### src/rtl/freq_meter_gate.sv
// -----------------------------------------------------------------------------
// freq_meter_gate
//   Gated-window frequency meter. Counts rising edges of an asynchronous
//   signal over a window of exactly GATE_CYCLES clk_i periods and reports the
//   count. Runs single-shot (start_i) or continuously (cont_i re-arms in DONE).
//
// Ports
//   clk_i    in   1      system clock; the only clock
//   rst_i    in   1      synchronous active-high reset
//   sig_i    in   1      asynchronous signal under measurement
//   start_i  in   1      request a measurement; sampled only in IDLE
//   cont_i   in   1      1 = re-arm automatically after each result
//   busy_o   out  1      high while in GATE or DONE
//   valid_o  out  1      one-cycle pulse when freq_o/ovf_o are updated
//   freq_o   out  CNT_W  rising-edge count of the last completed window
//   ovf_o    out  1      last window saturated the edge counter
// -----------------------------------------------------------------------------
module freq_meter_gate #(
  parameter int unsigned GATE_CYCLES = 100_000_000,
  parameter int unsigned CNT_W       = 27
) (
  input  logic             clk_i,
  input  logic             rst_i,
  input  logic             sig_i,
  input  logic             start_i,
  input  logic             cont_i,
  output logic             busy_o,
  output logic             valid_o,
  output logic [CNT_W-1:0] freq_o,
  output logic             ovf_o
);

  localparam int unsigned       GW        = (GATE_CYCLES > 1) ? $clog2(GATE_CYCLES) : 1;
  localparam logic [GW-1:0]     GATE_LAST = GW'(GATE_CYCLES - 1);
  localparam logic [CNT_W-1:0]  CNT_MAX   = {CNT_W{1'b1}};

  typedef enum logic [1:0] {
    ST_IDLE = 2'd0,
    ST_GATE = 2'd1,
    ST_DONE = 2'd2
  } state_e;

  state_e           state_q, state_d;
  logic             s1_q, s2_q, p_q;
  logic             rise_s;
  logic [GW-1:0]    gate_cnt_q, gate_cnt_d;
  logic [CNT_W-1:0] edge_cnt_q, edge_cnt_d;
  logic             sat_q, sat_d;
  logic [CNT_W-1:0] freq_q, freq_d;
  logic             ovf_q, ovf_d;
  logic             valid_q, valid_d;
  logic             busy_q, busy_d;

  // Two-flop synchronizer followed by the previous-value flop for edge detect.
  always_ff @(posedge clk_i) begin
    if (rst_i) begin
      s1_q <= 1'b0;
      s2_q <= 1'b0;
      p_q  <= 1'b0;
    end else begin
      s1_q <= sig_i;
      s2_q <= s1_q;
      p_q  <= s2_q;
    end
  end

  assign rise_s = s2_q & ~p_q;

  // Next-state and datapath update for the measurement FSM.
  always_comb begin
    state_d    = state_q;
    gate_cnt_d = gate_cnt_q;
    edge_cnt_d = edge_cnt_q;
    sat_d      = sat_q;
    freq_d     = freq_q;
    ovf_d      = ovf_q;
    valid_d    = 1'b0;

    case (state_q)
      ST_IDLE: begin
        if (start_i) begin
          state_d    = ST_GATE;
          gate_cnt_d = '0;
          edge_cnt_d = '0;
          sat_d      = 1'b0;
        end else begin
          state_d    = ST_IDLE;
        end
      end

      ST_GATE: begin
        gate_cnt_d = gate_cnt_q + GW'(1);
        // A rise on the final GATE cycle still lands in edge_cnt before DONE.
        if (rise_s) begin
          if (edge_cnt_q == CNT_MAX) begin
            sat_d = 1'b1;
          end else begin
            edge_cnt_d = edge_cnt_q + CNT_W'(1);
          end
        end else begin
          edge_cnt_d = edge_cnt_q;
        end
        if (gate_cnt_q == GATE_LAST) begin
          state_d = ST_DONE;
        end else begin
          state_d = ST_GATE;
        end
      end

      ST_DONE: begin
        // Publish result; rises seen in this cycle are deliberately dropped.
        freq_d  = edge_cnt_q;
        ovf_d   = sat_q;
        valid_d = 1'b1;
        if (cont_i) begin
          state_d    = ST_GATE;
          gate_cnt_d = '0;
          edge_cnt_d = '0;
          sat_d      = 1'b0;
        end else begin
          state_d    = ST_IDLE;
        end
      end

      default: begin
        state_d = ST_IDLE;
      end
    endcase

    busy_d = (state_d != ST_IDLE);
  end

  // State, counters and registered outputs.
  always_ff @(posedge clk_i) begin
    if (rst_i) begin
      state_q    <= ST_IDLE;
      gate_cnt_q <= '0;
      edge_cnt_q <= '0;
      sat_q      <= 1'b0;
      freq_q     <= '0;
      ovf_q      <= 1'b0;
      valid_q    <= 1'b0;
      busy_q     <= 1'b0;
    end else begin
      state_q    <= state_d;
      gate_cnt_q <= gate_cnt_d;
      edge_cnt_q <= edge_cnt_d;
      sat_q      <= sat_d;
      freq_q     <= freq_d;
      ovf_q      <= ovf_d;
      valid_q    <= valid_d;
      busy_q     <= busy_d;
    end
  end

  assign busy_o  = busy_q;
  assign valid_o = valid_q;
  assign freq_o  = freq_q;
  assign ovf_o   = ovf_q;

endmodule

### config.mk
export PLATFORM = sky130hd
export DESIGN_NAME = freq_meter_gate
export DESIGN_NICKNAME = d
export VERILOG_FILES = /design/src/rtl/freq_meter_gate.sv
export SDC_FILE = /design/constraint.sdc
export NUM_CORES = 1
export LEC_CHECK = 0
export ABC_CLOCK_PERIOD_IN_PS = 1850
export CORE_UTILIZATION = 25
export CTS_CLUSTER_DIAMETER = 80
export DETAILED_ROUTE_END_ITERATION = 10
export PLACE_DENSITY = 0.42
export SETUP_SLACK_MARGIN = 0.02
export SYNTH_ARGS = -nofsm -noshare
export SYNTH_HDL_FRONTEND = slang
export SYNTH_SLANG_ARGS = --single-unit
### constraint.sdc
create_clock -name clk_i -period 1.85 [get_ports clk_i]
set_input_delay 0.37 -clock clk_i [delete_from_list [all_inputs] [get_ports clk_i]]
set_output_delay 0.37 -clock clk_i [all_outputs]
set_load 0.05 [all_outputs]
==> qor.txt <==
Worst Reg2Reg Path Length in Cells = 9
Run status = completed
# placed instances = 777
Worst hold path startpoint = freq_o[9]
Number of global-route vias before repair = 3573
First-pass iteration count of the detailed router = 4
Clock-pin slew of the registers on the worst-case setup and hold paths = 70 ps
Arrival time reported for the critical path endpoint = 2010 ps
Slack of the critical path = 68.85 ps
Ys async rst share = 0%
Capturing element type of the critical path = flip-flop
Starting utilization of the core area = 25.74%
Area of the core = 0.01531 mm²
Total leakage power = 2.213 nW
Slew @ Worst Pin = 496.5 ps
Max Clock Freq = 561.4 MHz
Final non-filler cell total = 798
Final max-slew violation count = 0
Worst Setup Path Type = reg -> reg
Largest vdd supply drop = 0.0004180 V
Root Driver = sky130_fd_sc_hd__clkbuf_16
Overall Power = 4.158 mW
Number of antenna diodes = 0
DIE HEIGHT = 127.6 µm
Nets in the synthesized netlist = 477
Clock network fraction of total power = 47.3%
Power per Cell Area = 753.1 mW/mm²
Sum Neg Setup Slack = 0 ps
Endpoint of the worst hold path = freq_o[9]
Cell-internal power = 3.264 mW
Fraction of layout instances using a drive strength above 1 = 29.81%
Clock net sink count = 90
Part of the total power dissipated in sequential elements = 47.1%
Share of total power consumed by net switching = 21.49%
Most frequent cells after synthesis = 91 x sky130_fd_sc_hd__nand2_1, 90 x sky130_fd_sc_hd__dfxtp_1, 53 x sky130_fd_sc_hd__a21oi_1, 35 x sky130_fd_sc_hd__nor2_1, 20 x sky130_fd_sc_hd__nand3_1
Capturing point of the worst reg2reg path = edge_cnt_q[20]
Count of cells along the worst hold path = 2
Post-synth design cell area = 0.003943 mm²
Total of warnings raised by yosys = 0
Number of failing setup endpoints in the final timing report = 0
Buffer depth of the longest clock path = 2
Register bit count reported by yosys = 90
Wire length of the first global-routing pass = 18140 µm
Final weighted congestion in routability-driven placement = 0.8140
Antenna-violating nets left = 0
Top-count cell post-synth = sky130_fd_sc_hd__nand2_1
Area occupied by multi-input gates = 0.002110 mm²
RSZ-0062 raised after global routing = yes
Cell variety after synth = 58
Hpwl dp = 8013 µm
Final clock period utilization by the worst path = 96.28%
Cell type with the largest total area after synthesis = sky130_fd_sc_hd__dfxtp_1
Synthesized netlist cell count = 470
Number of antenna violations at the first check in global routing = 0
Mean instance size in the synthesized netlist = 8.388 µm²
# rows = 45
Total wire length after detailed routing = 11100 µm
Die width = 127.6 µm
Sw power = 893.7 µW
Shortest period the worst path allows = 1781 ps
Total via count in the routed design = 3693
Total routing resource utilization after global routing = 14.35%
Worst reg2reg path startpoint = edge_cnt_q[0]
Level count of the clock H-tree = 3
Clock skew = 10.89 ps
Synth-to-Final Area Change = 40.05%
TritonCTS clock tree = done
Number of nets in the layout = 589
Number of DRC violations after detailed-routing iteration 0 = 197
Primary FF master, synth = sky130_fd_sc_hd__dfxtp_1
Pin count of the biggest net entering global routing = 30
Via-to-Cell Ratio = 4.628
Area share of the largest cell type after synthesis = 45.70%
Total DRC errors in the routed layout = 0
Maxcap violations = 0
Kind of path behind the tightest hold check = reg -> reg
Nature of the critical path startpoint = flip-flop
Final Hold Violating Endpoints = 0
Total Die Area = 0.01628 mm²
Aggregate global routing overflow = 0
Logic pwr share = 5.6%
Share of synthesized area occupied by flip-flops and latches = 45.70%
Number of buffers added on ports = 34
Number of synthesized flops with an enable pin = 0
Count of hold-fix buffers inserted at cts = 0
Clock insertion delay at the later pin of the skew report = 350 ps
Layout filler cell count = 1641
Largest driver fanout on the critical path = 14
IO Pins = 35
Data required time of the critical path = 2080 ps
Routed WL per cell = 13.91 µm
Placement-stage worst setup slack = -453.5 ps
Max-Slew Margin vs Limit = 66.85%
Hold slack final = 452.8 ps
Setup slack of the worst register-to-register path = 70 ps
Top area cells in the synthesized netlist = sky130_fd_sc_hd__dfxtp_1 46%, sky130_fd_sc_hd__nand2_1 8.7%, sky130_fd_sc_hd__a21oi_1 6.7%
Storage cell area = 0.001812 mm²
Total clock buffers created by CTS = 9
placed cells by master, fill, tap and decap left out, types with 3 or more instances in the layout:
master,n
sky130_fd_sc_hd__buf_4,119
sky130_fd_sc_hd__nand2_1,91
sky130_fd_sc_hd__dfxtp_1,82
sky130_fd_sc_hd__a21oi_1,51
sky130_fd_sc_hd__nor2_1,35
sky130_fd_sc_hd__nand3_1,18
sky130_fd_sc_hd__nand4_1,16
sky130_fd_sc_hd__xor2_1,15
sky130_fd_sc_hd__a31oi_1,15
sky130_fd_sc_hd__clkbuf_16,9
sky130_fd_sc_hd__dfxtp_2,8
sky130_fd_sc_hd__inv_1,7
sky130_fd_sc_hd__and3_1,7
sky130_fd_sc_hd__o21ai_0,7
sky130_fd_sc_hd__nor2b_1,6
sky130_fd_sc_hd__xnor2_1,5
sky130_fd_sc_hd__mux2i_1,4
sky130_fd_sc_hd__nor4b_1,4
sky130_fd_sc_hd__or3_1,4
sky130_fd_sc_hd__o22a_1,4
sky130_fd_sc_hd__nor4_4,3
sky130_fd_sc_hd__nand2b_1,3
sky130_fd_sc_hd__nor4_1,3
sky130_fd_sc_hd__o21a_1,3
sky130_fd_sc_hd__a41oi_2,3
sky130_fd_sc_hd__nor3_1,3
metal layers:
metal | up-vias | global-route usage (%) | part of all wire, %
met2 | 49 | 23.66 | 47
met4 | 0 | 4.983 | 1.3
li1 | 1892 | - | -
met1 | 1742 | 18.17 | 48
met5 | - | 0 | 0
met3 | 10 | 3.643 | 3.5
worst max path at each step:
stage / from / end / slack, ps / cells after the start
final: edge_cnt_q[0] / edge_cnt_q[20] / 70 / 9
after detailed placement: start_i / gate_cnt_q[12] / -450 / 8
after floorplan: state_q[1] / gate_cnt_q[26] / 30 / 7
after global placement: start_i / gate_cnt_q[12] / -410 / 8
after global routing: edge_cnt_q[14] / edge_cnt_q[20] / 20 / 8
after CTS: valid_o / valid_o / 20 / 1
sequential cells by signal (all words and copies together) (netlist names):
| signal | count |
|---|---|
| s1_q | 1 |
| freq_o | 27 |
| busy_o | 1 |
| s2_q | 1 |
| state_q | 2 |
| valid_o | 1 |
| edge_cnt_q | 27 |
| p_q | 1 |
| gate_cnt_q | 27 |
| ovf_o | 1 |
| sat_q | 1 |
layout make-up:
cell class,count,area share (%)
Multi-Input combinational cell,347,38.21
Sequential cell,90,32.81
Timing Repair Buffer,127,17.92
Tap cell,211,4.781
Clock buffer,11,4.396
Clock inverter,5,1.405
Inverter,7,0.4759
kinds of logic (layout without fill, tap and decap cells):
| logic type | count (synthesis) | in the layout | synth area share [%] |
|---|---|---|---|
| XOR/XNOR | 20 | 20 | 4.443 |
| AO/OA/AOI/OAI | 107 | 108 | 17.01 |
| adder cells (fa/ha/maj) | 2 | 2 | 0.6346 |
| AND/OR/NAND/NOR | 213 | 213 | 27.42 |
| multiplexers | 4 | 4 | 1.016 |
| flip-flops | 90 | 90 | 45.70 |
| buffers and inverters | 34 | 150 | 3.777 |
worst max-delay path, stage by stage, from the launching register on:
cell and delay [ps]:
sky130_fd_sc_hd__dfxtp_2 330, sky130_fd_sc_hd__ha_2 190, sky130_fd_sc_hd__nand3_2 120, sky130_fd_sc_hd__nor4_4 220, sky130_fd_sc_hd__buf_4 190, sky130_fd_sc_hd__buf_4 120, sky130_fd_sc_hd__a21boi_1 60, sky130_fd_sc_hd__buf_6 170
sky130_fd_sc_hd__a41oi_2 190, sky130_fd_sc_hd__a31oi_1 70
power groups by stage:
stage / clock network, mW / registers, mW / logic [mW]
floorplan: 0 / 2.00 / 0.109
finish: 1.97 / 1.96 / 0.233
global route: 2.11 / 1.96 / 0.256
CTS: 2.04 / 1.96 / 0.231
detailed placement: 0 / 2.00 / 0.228
global placement: 0 / 2.00 / 0.225
metrics by stage:
step | utilization (%) | cell area [µm²]
CTS | 35.22 | 5394
global route | 36.05 | 5522
detailed placement | 32.91 | 5040
global placement | 32.91 | 5040
floorplan | - | 3948
finish | 36.05 | 5522
timing repair:
item | 4_1_cts | 5_1_grt
pin swaps | 0 | 5
buffers inserted | 0 | 4
cloned | 0 | 1
endpoints found under the setup margin | 15 | 24
gates resized for setup | 11 | 22
(Power assumes the default switching activity.)
